$ cat config.mk
export PLATFORM = sky130hd
export DESIGN_NAME = custom_busmatrix_input_stage
export DESIGN_NICKNAME = d
export VERILOG_FILES = /design/src/rtl/custom_busmatrix_pkg.sv /design/src/rtl/custom_busmatrix_hold_reg.sv /design/src/rtl/custom_busmatrix_input_stage.sv
export SDC_FILE = /design/constraint.sdc
export NUM_CORES = 1
export LEC_CHECK = 0
export CAP_MARGIN = 40
export CORE_MARGIN = 1.5
export CORE_UTILIZATION = 55
export DETAILED_ROUTE_END_ITERATION = 8
export DONT_BUFFER_PORTS = 1
export PLACE_DENSITY_LB_ADDON = 0.15
export SYNTH_ARGS = -nofsm -noshare
export SYNTH_HDL_FRONTEND = slang
export SYNTH_SLANG_ARGS = --single-unit
$ cat constraint.sdc
create_clock -name HCLK -period 1.25 [get_ports HCLK]
set_input_delay 0.25 -clock HCLK [delete_from_list [all_inputs] [get_ports HCLK]]
set_output_delay 0.25 -clock HCLK [all_outputs]
set_load 0.05 [all_outputs]
$ cat src/rtl/custom_busmatrix_pkg.sv
// Shared AHB encodings, hold-register layout and FSM state type for the bus-matrix input stage.
package custom_busmatrix_pkg;

   localparam logic [1:0] TRANS_IDLE   = 2'b00;
   localparam logic [1:0] TRANS_BUSY   = 2'b01;
   localparam logic [1:0] TRANS_NONSEQ = 2'b10;
   localparam logic [1:0] TRANS_SEQ    = 2'b11;

   localparam logic [1:0] RESP_OKAY    = 2'b00;
   localparam logic [1:0] RESP_ERROR   = 2'b01;

   localparam int HOLD_W = 45;

   typedef enum logic {
      ST_PASS = 1'b0,
      ST_HOLD = 1'b1
   } instg_state_e;

   // Field order sets the bit layout of the 45-bit capture register.
   typedef struct packed {
      logic [31:0] addr;
      logic [1:0]  trans;
      logic        write;
      logic [2:0]  size;
      logic [2:0]  burst;
      logic [3:0]  prot;
   } hold_fields_t;

endpackage

$ cat src/rtl/custom_busmatrix_hold_reg.sv
// Capture register for one address-phase transfer; loads on load_en, clears on async reset.
module custom_busmatrix_hold_reg
   import custom_busmatrix_pkg::*;
(
   input  logic              HCLK,
   input  logic              HRESETn,
   input  logic              load_en,
   input  logic [HOLD_W-1:0] hold_d,
   output logic [HOLD_W-1:0] hold_q
);

   always_ff @(posedge HCLK or negedge HRESETn) begin
      if (!HRESETn) begin
         hold_q <= '0;
      end else if (load_en) begin
         hold_q <= hold_d;
      end
   end

endmodule

$ cat src/rtl/custom_busmatrix_input_stage.sv
// Bus-matrix input stage: passes a master's address phase straight through, or holds it while
// the output stage is not granted. Optional macro: CUSTOM_BUSMATRIX_INSTG_ERR_CANCEL_EN.
module custom_busmatrix_input_stage
   import custom_busmatrix_pkg::*;
(
   input  logic        HCLK,
   input  logic        HRESETn,
   input  logic        HSELS,
   input  logic [31:0] HADDRS,
   input  logic [1:0]  HTRANSS,
   input  logic        HWRITES,
   input  logic [2:0]  HSIZES,
   input  logic [2:0]  HBURSTS,
   input  logic [3:0]  HPROTS,
   input  logic        HREADYS,
   output logic        HREADYOUTS,
   output logic [1:0]  HRESPS,
   output logic        sel_op,
   output logic [31:0] addr_op,
   output logic [1:0]  trans_op,
   output logic        write_op,
   output logic [2:0]  size_op,
   output logic [2:0]  burst_op,
   output logic [3:0]  prot_op,
   output logic        held_tran_op,
   input  logic        active_dec,
   input  logic        readyout_dec,
   input  logic [1:0]  resp_dec,
   output logic        state_dbg
);

   instg_state_e state_q;
   instg_state_e state_d;
   hold_fields_t live;
   hold_fields_t held;
   logic [HOLD_W-1:0] hold_q;
   logic valid_sample;
   logic err_cancel;

   assign valid_sample = HSELS & HREADYS & HTRANSS[1];
   assign state_dbg    = state_q;

   assign live = '{addr: HADDRS, trans: HTRANSS, write: HWRITES,
                   size: HSIZES, burst: HBURSTS, prot: HPROTS};
   assign held = hold_fields_t'(hold_q);

`ifdef CUSTOM_BUSMATRIX_INSTG_ERR_CANCEL_EN
   // First error cycle of the previous transfer: drop the held one instead of waiting for a grant.
   assign err_cancel = (state_q == ST_HOLD) && !active_dec &&
                       (resp_dec == RESP_ERROR) && !readyout_dec;
`else
   assign err_cancel = 1'b0;
`endif

   custom_busmatrix_hold_reg u_hold_reg (
      .HCLK    (HCLK),
      .HRESETn (HRESETn),
      .load_en (valid_sample),
      .hold_d  (live),
      .hold_q  (hold_q)
   );

   always_ff @(posedge HCLK or negedge HRESETn) begin
      if (!HRESETn) begin
         state_q <= ST_PASS;
      end else begin
         state_q <= state_d;
      end
   end

   // addr_op is combinational so addr_op[31:10] can feed decode_addr_dec with no added latency.
   always_comb begin
      state_d      = state_q;
      sel_op       = HSELS;
      addr_op      = live.addr;
      trans_op     = live.trans;
      write_op     = live.write;
      size_op      = live.size;
      burst_op     = live.burst;
      prot_op      = live.prot;
      held_tran_op = 1'b0;
      HREADYOUTS   = readyout_dec;
      HRESPS       = resp_dec;

      case (state_q)
         ST_PASS: begin
            if (valid_sample && !active_dec) state_d = ST_HOLD;
         end
         ST_HOLD: begin
            if (active_dec || err_cancel) state_d = ST_PASS;
            sel_op       = 1'b1;
            addr_op      = held.addr;
            // A held SEQ lost arbitration, so it restarts the burst as NONSEQ.
            trans_op     = (held.trans == TRANS_SEQ) ? TRANS_NONSEQ : held.trans;
            write_op     = held.write;
            size_op      = held.size;
            burst_op     = held.burst;
            prot_op      = held.prot;
            held_tran_op = 1'b1;
            HREADYOUTS   = 1'b0;
            HRESPS       = RESP_OKAY;
            if (err_cancel) trans_op = TRANS_IDLE;
         end
         default: state_d = ST_PASS;
      endcase
   end

   // HREADYOUTS is low in HOLD, so the master cannot present a new sample on the exit edge.
   assert property (@(posedge HCLK) disable iff (!HRESETn)
      !((state_q == ST_HOLD) && (state_d == ST_PASS) && valid_sample));

endmodule

==> results of run 1 <==
-- state kept, by name, indices dropped and copies added, names as in the netlist --
register,flops
state_dbg,1
u_hold_reg.hold_q,45
-- final cells by class --
type                    instances  area (um2)
inverters                       1        3.75
flip-flops and latches         46        1150
multi-input cells              97        1410
fillers                       273        1340
well taps                      52        65.1
repair buffers                 14         220
clock buffers                   6        82.6
clock inverters                 2        12.5
-- kinds of logic (layout without fill, tap and decap cells) --
| family | after synthesis | count (layout) | synth area share, % |
|---|---|---|---|
| muxes | 88 | 88 | 46.5 |
| DFF | 46 | 46 | 47.3 |
| buffers and inverters | 12 | 23 | 3.49 |
| and+or+nand+nor | 7 | 7 | 2.16 |
| AOI/OAI and AO/OA | 2 | 2 | 0.565 |
-- per-layer routing --
layer  GRT usage [%]  routed length (um)  up-vias  share of wire (%)
met5               0                   0        -                  0
met4            5.88                  65        0                1.5
met3            7.70                 372        9                8.4
met2            31.3                2270       59                 51
met1            23.6                1720      631                 39
li1                -                   -      566                  -
-- how the worst min path moves through the flow --
stage               startpoint  slack, ns  cells after the start                     to
floorplan              HRESETn      -0.05                      0              state_dbg
global placement       HRESETn      -0.04                      0   u_hold_reg.hold_q[0]
detailed placement     HRESETn      -0.04                      0   u_hold_reg.hold_q[0]
CTS                    HRESETn      -0.37                      0              state_dbg
global route           HRESETn      -0.38                      0  u_hold_reg.hold_q[42]
finish                 HRESETn      -0.36                      0  u_hold_reg.hold_q[44]
-- placed cells by master, fill, tap and decap left out, drive strengths merged --
cell type    instances
nand2b               1
a21oi                1
nand2                1
buf                 13
o2bb2ai              1
dlygate4sd3          1
inv                  1
clkinvlp             1
dfrtp               46
or2                  1
mux2                88
clkbuf               6
clkinv               1
nor2b                3
nand3                1
-- power breakdown --
part	switching [mW]	total, mW	internal, mW
clock	0.473	0.918	0.444
combinational	0.753	1.41	0.661
sequential	0.164	1.93	1.76
-- metrics by stage --
| step | power, mW | utilization, % | setup slack [ns] | hold slack, ns |
|---|---|---|---|---|
| 2_1_floorplan | 3.19 | - | -0.279 | -0.0456 |
| 3_3_place_gp | 3.31 | 65.7 | -0.0953 | -0.0446 |
| 5_1_grt | 4.44 | 68.7 | -0.456 | -0.379 |
| 3_5_place_dp | 3.35 | 65.7 | -0.122 | -0.0445 |
| 6_report | 4.26 | 68.7 | -0.427 | -0.359 |
| 4_1_cts | 4.30 | 68.7 | -0.441 | -0.370 |
-- what timing repair did --
action                     CTS  global route
hold endpoints to repair    47            46
setup buffers                1             0
pin swaps                    0             1
setup endpoints to repair   51            51
resized for setup            5             0
==> impl_results.md, run 1 <==
- Status: finished, violations left
- Failing checks: negative hold slack, negative setup slack
- Final period utilization: 134%
- Warnings, synthesis: 0
- Fin nets: 218
- Area grow syn2layout: 21.1%
- DRT iter0 DRCs: 49
- Grt ovf: 0
- Critical-path top delay cell: dfrtp_4
- CP Launch Point: state_dbg
- Syn nets: 208
- Hold slack: -0.359 ns
- Skew final: 0 ns
- Die W: 69.6 um
- Input/output buffers: 0
- TritonCTS Sinks: 46
- Worst R2R Setup Slack: 0.18 ns
- Final HPWL DP: 3.28 mm
- Worst reg2reg path endpoint: state_dbg
- CP Depth: 2
- Unique masters post-synth: 15
- Via density: 5.80
- Max Cap Viol: 0
- Via Count: 1265
- Synth cell count leaders: mux2_2 (50), dfrtp_1 (46), mux2_4 (38)
- Final setup vio count: 51
- First-pass GRT wire length: 7.25 mm
- CTS H-tree depth: 2
- Critical R2R Launch: state_dbg
- CP Capture Type: output port
- FFs w/ async S/R, synth: 100%
- ANT nets after route: 0
- CP Launch Type: flip-flop
- Area contributors post-synth: dfrtp_1 (47%), mux2_4 (23%), mux2_2 (23%)
- Yosys top cell by area: dfrtp_1
- Final worst slack: -0.427 ns
- Worst-Margin Slew: 0.187 ns
- Maximum fanout along the worst path: 23
- WS Path Type: reg -> out
- Slew HR: 87.5%
- Fin Setup TNS: -20.26 ns
- Initial antenna violation count: 0
- Largest net degree at the start of global routing: 47
- CTS Hold Bufs: 1
- CP cell instances: buf_12, mux2_4
- Peak supply drop: 768 uV
- Starting density of the core: 56.7%
- Vias in the first global route: 1437
- FF+latch count, synth: 46
- Required @ worst endpoint: 1.00 ns
- Dpl cells: 208
- Hold WC Path Type: in -> async
- Max Buffers Root-to-Sink: 2
- Synth Instances: 155
- Syn avg cell area: 15.7 um2
- Setup crit end: addr_op[26]
- Top cell type's share of synthesized area: 47.3%
- CP Buf/Inv Count: 1
- TritonCTS clock tree: built
- Register area share after synthesis: 47.3%
- RSZ-0062 raised after global routing: yes
- Max-slew violation count: 0
- GP Congestion: 0.722
- Mapped Area: 2440 um2
- Arrival time worst endpoint: 1.43 ns
- Global Route Usage Sum: 19.2%
- Count leader, synth: mux2_2
- Pwr dens: 1440 nW/um2
- Critical Path Max Stage Delay: 0.53 ns
- Clock-pin slew on the worst setup and hold paths: 0.08 ns
- Delay-heaviest family, CP: flip-flops
- Antenna diodes: 0
- Clk_lat worst skew: 0.29 ns
- Layout cells sized above 1: 71.1%
- DRC viols: 0
- Final Non-Filler Cells: 218
- Reg2reg path depth: 4
- Clock period minus worst slack: 1.68 ns
- EDFF count, synth: 0
- WL per Instance: 20.3 um
- Clock root buffer: clkbuf_8
- Row Count: 24
- Synth Flop Type: dfrtp_1
- Number of I/O pins: 104
- Hold Fails Final Rpt: 46
- WL final: 4.43 mm
- Core Region: 4290 um2
- Die Area: 4840 um2
- Lkg Pwr: 1.43 nW
- CTS Buf Count: 5
- DR pass1 iterations: 2
- Final instance area: 2950 um2
- Fmax: 596 MHz
- Area post-placement: 2820 um2
- Die Y: 69.6 um
Power figures use the tool's default switching activity.
==> run 2: changes to the inputs <==
clock period = 1.7 ns   (was 1.25 ns; I/O delays follow)
==> run 2 against run 1 <==
Effect of this change:
- the run ends with negative setup slack left
- sequential power decreased by 27%
- utilization grew 1.9 points
- clock skew stayed put
- sequential share of layout area down 1.1 points
- worst setup slack improved by 0.34 ns
- via count grew 4.5%
- global-route usage increased by 0.49 points
- largest cell class unchanged
==> impl_results.md, run 2 (synthesis results as in run 1) <==
- RSZ-0062 raised after global routing: yes
- Register bank with the most flops: u_hold_reg.hold_q
- Antenna diodes: 0
- Final HPWL DP: 2.95 mm
- Lkg Pwr: 1.47 nW
- DR pass1 iterations: 2
- Internal: 2.12 mW
- Clock share of power: 21.1%
- Hold Fails Final Rpt: 0
- Die Y: 69.6 um
- Final period utilization: 105%
- Largest net degree at the start of global routing: 47
- Max Buffers Root-to-Sink: 2
- HP Start: active_dec
- CP Launch Type: flip-flop
- Critical Path Max Stage Delay: 0.44 ns
- Delay-heaviest family, CP: flip-flops
- Core Region: 4290 um2
- Skew final: 0 ns
- Row Count: 24
- WS Path Type: reg -> out
- Critical R2R Launch: state_dbg
- First-pass GRT wire length: 7.47 mm
- GP Congestion: 0.774
- Critical-path top delay cell: dfrtp_2
- Die Area: 4840 um2
- Fin nets: 223
- Final Non-Filler Cells: 223
- Fillcell total: 278
- Vias in the first global route: 1429
- Initial antenna violation count: 0
- Area post-placement: 2540 um2
- CP cell instances: buf_4, buf_12, mux2_4
- Maximum fanout along the worst path: 11
- Pwr dens: 1050 nW/um2
- Sequential power share: 44.6%
- Max Cap Viol: 0
- Clock period minus worst slack: 1.79 ns
- Max-slew violation count: 0
- Grt ovf: 0
- WL per Instance: 22.1 um
- Required @ worst endpoint: 1.36 ns
- Die W: 69.6 um
- Max reg flops: 45
- Peak supply drop: 524 uV
- Dpl cells: 204
- Switching power: 1.04 mW
- Area grow syn2layout: 24.4%
- Most common cell after layout, fill and taps aside: mux2_4
- Final core utilization: 70.6%
- Slew HR: 78.4%
- Final setup vio count: 47
- Layout cells sized above 1: 70.8%
- Status: finished, violations left
- Fin Setup TNS: -2.84 ns
- Arrival time worst endpoint: 1.45 ns
- Input/output buffers: 0
- Clk_lat worst skew: 0.29 ns
- Worst slack at placement: 0.233 ns
- Clock root buffer: clkbuf_8
- Worst-Margin Slew: 0.325 ns
- TritonCTS Sinks: 46
- CP Launch Point: state_dbg
- Via Count: 1322
- DRT iter0 DRCs: 64
- DRC viols: 0
- CTS Buf Count: 5
- Clock-pin slew on the worst setup and hold paths: 0.08 ns
- Failing checks: negative setup slack
- Switching share of total power: 32.9%
- Number of I/O pins: 104
- Final worst slack: -0.0863 ns
- WL final: 4.94 mm
- Hold WC Path Type: in -> reg
- Final instance area: 3030 um2
- Via density: 5.93
- Fmax: 560 MHz
- Global Route Usage Sum: 19.7%
- TritonCTS clock tree: built
- ANT nets after route: 0
- Comb power frac: 34.2%
- CP Capture Type: output port
- Starting density of the core: 56.7%
- CTS H-tree depth: 2
- CP Buf/Inv Count: 2
- Commonest non-fill, non-tap cells in the layout: mux2_4 (82), dfrtp_1 (45), mux2_2 (6), clkbuf_8 (6), buf_12 (6)
-- run 2: path summary, 6_finish.rpt --
path                                               to  slack [ns]  depth (start not counted)
worst max-delay path                      addr_op[16]       -0.09                          3
worst min-delay path                        state_dbg        0.11                          1
worst max register to register              state_dbg        0.66                          4
worst min register to register   u_hold_reg.hold_q[0]        0.51                          1
max in group asynchronous                   state_dbg        0.94                          2
min in group asynchronous       u_hold_reg.hold_q[43]        0.56                          2
-- run 2: stage by stage --
step,hold slack (ns),power (mW)
2_1_floorplan,0.0444,2.24
3_3_place_gp,0.0454,2.31
3_5_place_dp,0.0454,2.34
4_1_cts,0.0895,3.15
5_1_grt,0.0931,3.31
6_report,0.108,3.17
-- run 2: power groups by stage --
stage          combinational (mW)  sequential (mW)  clock, mW
4_1_cts                      1.05             1.41      0.693
3_3_place_gp                0.906             1.40          0
5_1_grt                      1.13             1.44      0.744
3_5_place_dp                0.923             1.42          0
2_1_floorplan               0.853             1.38          0
6_report                     1.08             1.41      0.670
-- run 2: routing by layer --
metal	GRT usage [%]	vias to the layer above	share of wire, %
li1	-	582	-
met5	0	-	0
met3	5.38	5	7.0
met1	26.9	675	43
met4	6.54	0	0.71
met2	30.8	60	50
-- run 2: area by class of cell --
class                      count  area (um2)  area share [%]
clock buffer                   7        86.3            2.85
timing repair buffer          19         314            10.4
sequential                    46        1150            38.0
inverter                       1        3.75           0.124
clock inverter                 1        5.00           0.165
multi-input combinational     97        1400            46.3
tap                           52        65.1            2.15
-- run 2: repair_timing --
item                                    4_1_cts  5_1_grt
resized for setup                            48       12
endpoints found under the hold margin        46        0
setup buffers                                 1        5
cloned                                        1        2
hold buffers                                  2        0
endpoints found under the setup margin       46       45
==> run 3: changes to the inputs <==
CORE_MARGIN = unset   (was 1.5)
CORE_UTILIZATION = 40   (was 55)
HOLD_SLACK_MARGIN = 0.03   (was unset)
==> run 3 against run 2 <==
Effect of this change:
- the run still ends with negative setup slack left
- sequential power about the same
- sequential cell count unchanged
- clock skew unchanged
- worst setup slack better by 0.037 ns
- global-route usage down 5.5 points
- final area down 3.7%
- combinational power down 4%
- non-clock buffer count down 8
- power down 1.0%
- first-iteration DRC count down 28%
- sequential share of layout area up 1.5 points
- cell count up 6.7%
==> impl_results.md, run 3 (synthesis results as in run 1) <==
- Status: finished, violations left
- Failing checks: negative setup slack
- RSZ-0062 raised after global routing: yes
- Arrival time worst endpoint: 1.41 ns
- Max Buffers Root-to-Sink: 2
- Commonest non-fill, non-tap cells in the layout: mux2_4 (82), dfrtp_1 (45), mux2_2 (6), clkbuf_8 (6), buf_12 (4)
- Input/output buffers: 0
- Largest net degree at the start of global routing: 47
- Peak supply drop: 499 uV
- ANT nets after route: 0
- Slew HR: 76.7%
- Setup crit end: addr_op[18]
- Via Count: 1296
- Number of I/O pins: 104
- Most common cell after layout, fill and taps aside: mux2_4
- TritonCTS clock tree: built
- Reg2reg path depth: 3
- Final setup vio count: 33
- Fin Setup TNS: -1.30 ns
- Fin nets: 215
- Die Area: 6410 um2
- Maximum fanout along the worst path: 18
- WS Path Type: reg -> out
- Initial antenna violation count: 0
- DR pass1 iterations: 2
- Vias in the first global route: 1273
- Grt ovf: 0
- Max-slew violation count: 0
- Skew final: 0 ns
- Max Cap Viol: 0
- Critical R2R Launch: state_dbg
- Register bank with the most flops: u_hold_reg.hold_q
- Required @ worst endpoint: 1.36 ns
- TritonCTS Sinks: 46
- Die Y: 80.0 um
- Layout cells sized above 1: 68.7%
- Starting density of the core: 41.4%
- Worst reg2reg path endpoint: state_dbg
- Final HPWL DP: 3.04 mm
- Worst-Margin Slew: 0.350 ns
- CTS H-tree depth: 2
- CP Launch Type: flip-flop
- DRC viols: 0
- Die W: 80.0 um
- Global Route Usage Sum: 14.2%
- CP Capture Type: output port
- Worst R2R Setup Slack: 0.74 ns
- Lkg Pwr: 1.40 nW
- Final period utilization: 103%
- Dpl cells: 227
- Via density: 5.45
- DRT iter0 DRCs: 46
- Area grow syn2layout: 19.8%
- Row Count: 28
- Max reg flops: 45
- Final Non-Filler Cells: 238
- Fmax: 572 MHz
- Hold slack: 0.0879 ns
- Clock root buffer: clkbuf_8
- Clock-pin slew on the worst setup and hold paths: 0.09 ns
- Worst slack at placement: 0.262 ns
- Post-CTS Setup Bufs: 0
- WL final: 4.90 mm
- Final core utilization: 49.6%
- GP Congestion: 0.634
- Antenna diodes: 0
- WL per Instance: 20.6 um
- Fillcell total: 509
- Hold Fails Final Rpt: 0
- Hold WC Path Type: in -> reg
- Core Region: 5890 um2
- First-pass GRT wire length: 6.76 mm
- Final worst slack: -0.0495 ns
- Pwr dens: 1070 nW/um2
- Clk_lat worst skew: 0.29 ns
- CP Launch Point: state_dbg
- Clock period minus worst slack: 1.75 ns
- CTS Buf Count: 5
## run 3: changes by cell type in the layout (fill, tap and decap cells not counted), sizes merged
cell    change
buf         -7
clkbuf      -1
## run 3: area by class of cell
| type | instances | area [um2] | area share [%] |
|---|---|---|---|
| Inverter | 1 | 3.75 | 0.129 |
| Clock inverter | 1 | 5.00 | 0.171 |
| Clock buffer | 7 | 86.3 | 2.96 |
| Timing Repair Buffer | 11 | 184 | 6.30 |
| Sequential cell | 46 | 1150 | 39.5 |
| Multi-Input combinational cell | 97 | 1390 | 47.7 |
| Tap cell | 75 | 93.8 | 3.21 |
## run 3: metrics by stage
stage,total power [mW],cell area [um2]
final,3.14,2920
after global routing,3.28,2920
after CTS,3.07,2710
after detailed placement,2.34,2570
after global placement,2.32,2570
after floorplan,2.24,2460
## run 3: metal layers
metal | part of all wire, % | routed length, um | vias up | GRT usage (%)
li1 | - | - | 564 | -
met1 | 41 | 2000 | 673 | 17.8
met2 | 51 | 2520 | 54 | 22.6
met3 | 6.7 | 327 | 5 | 4.57
met4 | 1.0 | 51 | 0 | 5.89
met5 | 0 | 0 | - | 0
## run 3: power by group
group          switching [mW]  internal (mW)
Clock                   0.351          0.328
Sequential              0.122           1.29
Combinational           0.568          0.472
## run 3: worst min path at each step
stage	from	end	slack, ns	cells after the start
global route	active_dec	state_dbg	0.07	1
finish	active_dec	state_dbg	0.09	1
CTS	active_dec	state_dbg	0.08	1
global placement	HRESETn	u_hold_reg.hold_q[1]	0.05	0
detailed placement	HRESETn	u_hold_reg.hold_q[1]	0.05	0
floorplan	HRESETn	state_dbg	0.04	0
## run 3: critical path, stage by stage, from the launching register on
cell       delay (ns)
dfrtp_2          0.47
clkbuf_16        0.24
mux2_4           0.40
## run 3: timing repair
| action | CTS | global route |
|---|---|---|
| gates resized for setup | 3 | 48 |
| gates cloned | 0 | 1 |
| setup endpoints to repair | 46 | 46 |
| hold endpoints to repair | 46 | 0 |
| hold buffers | 2 | 0 |
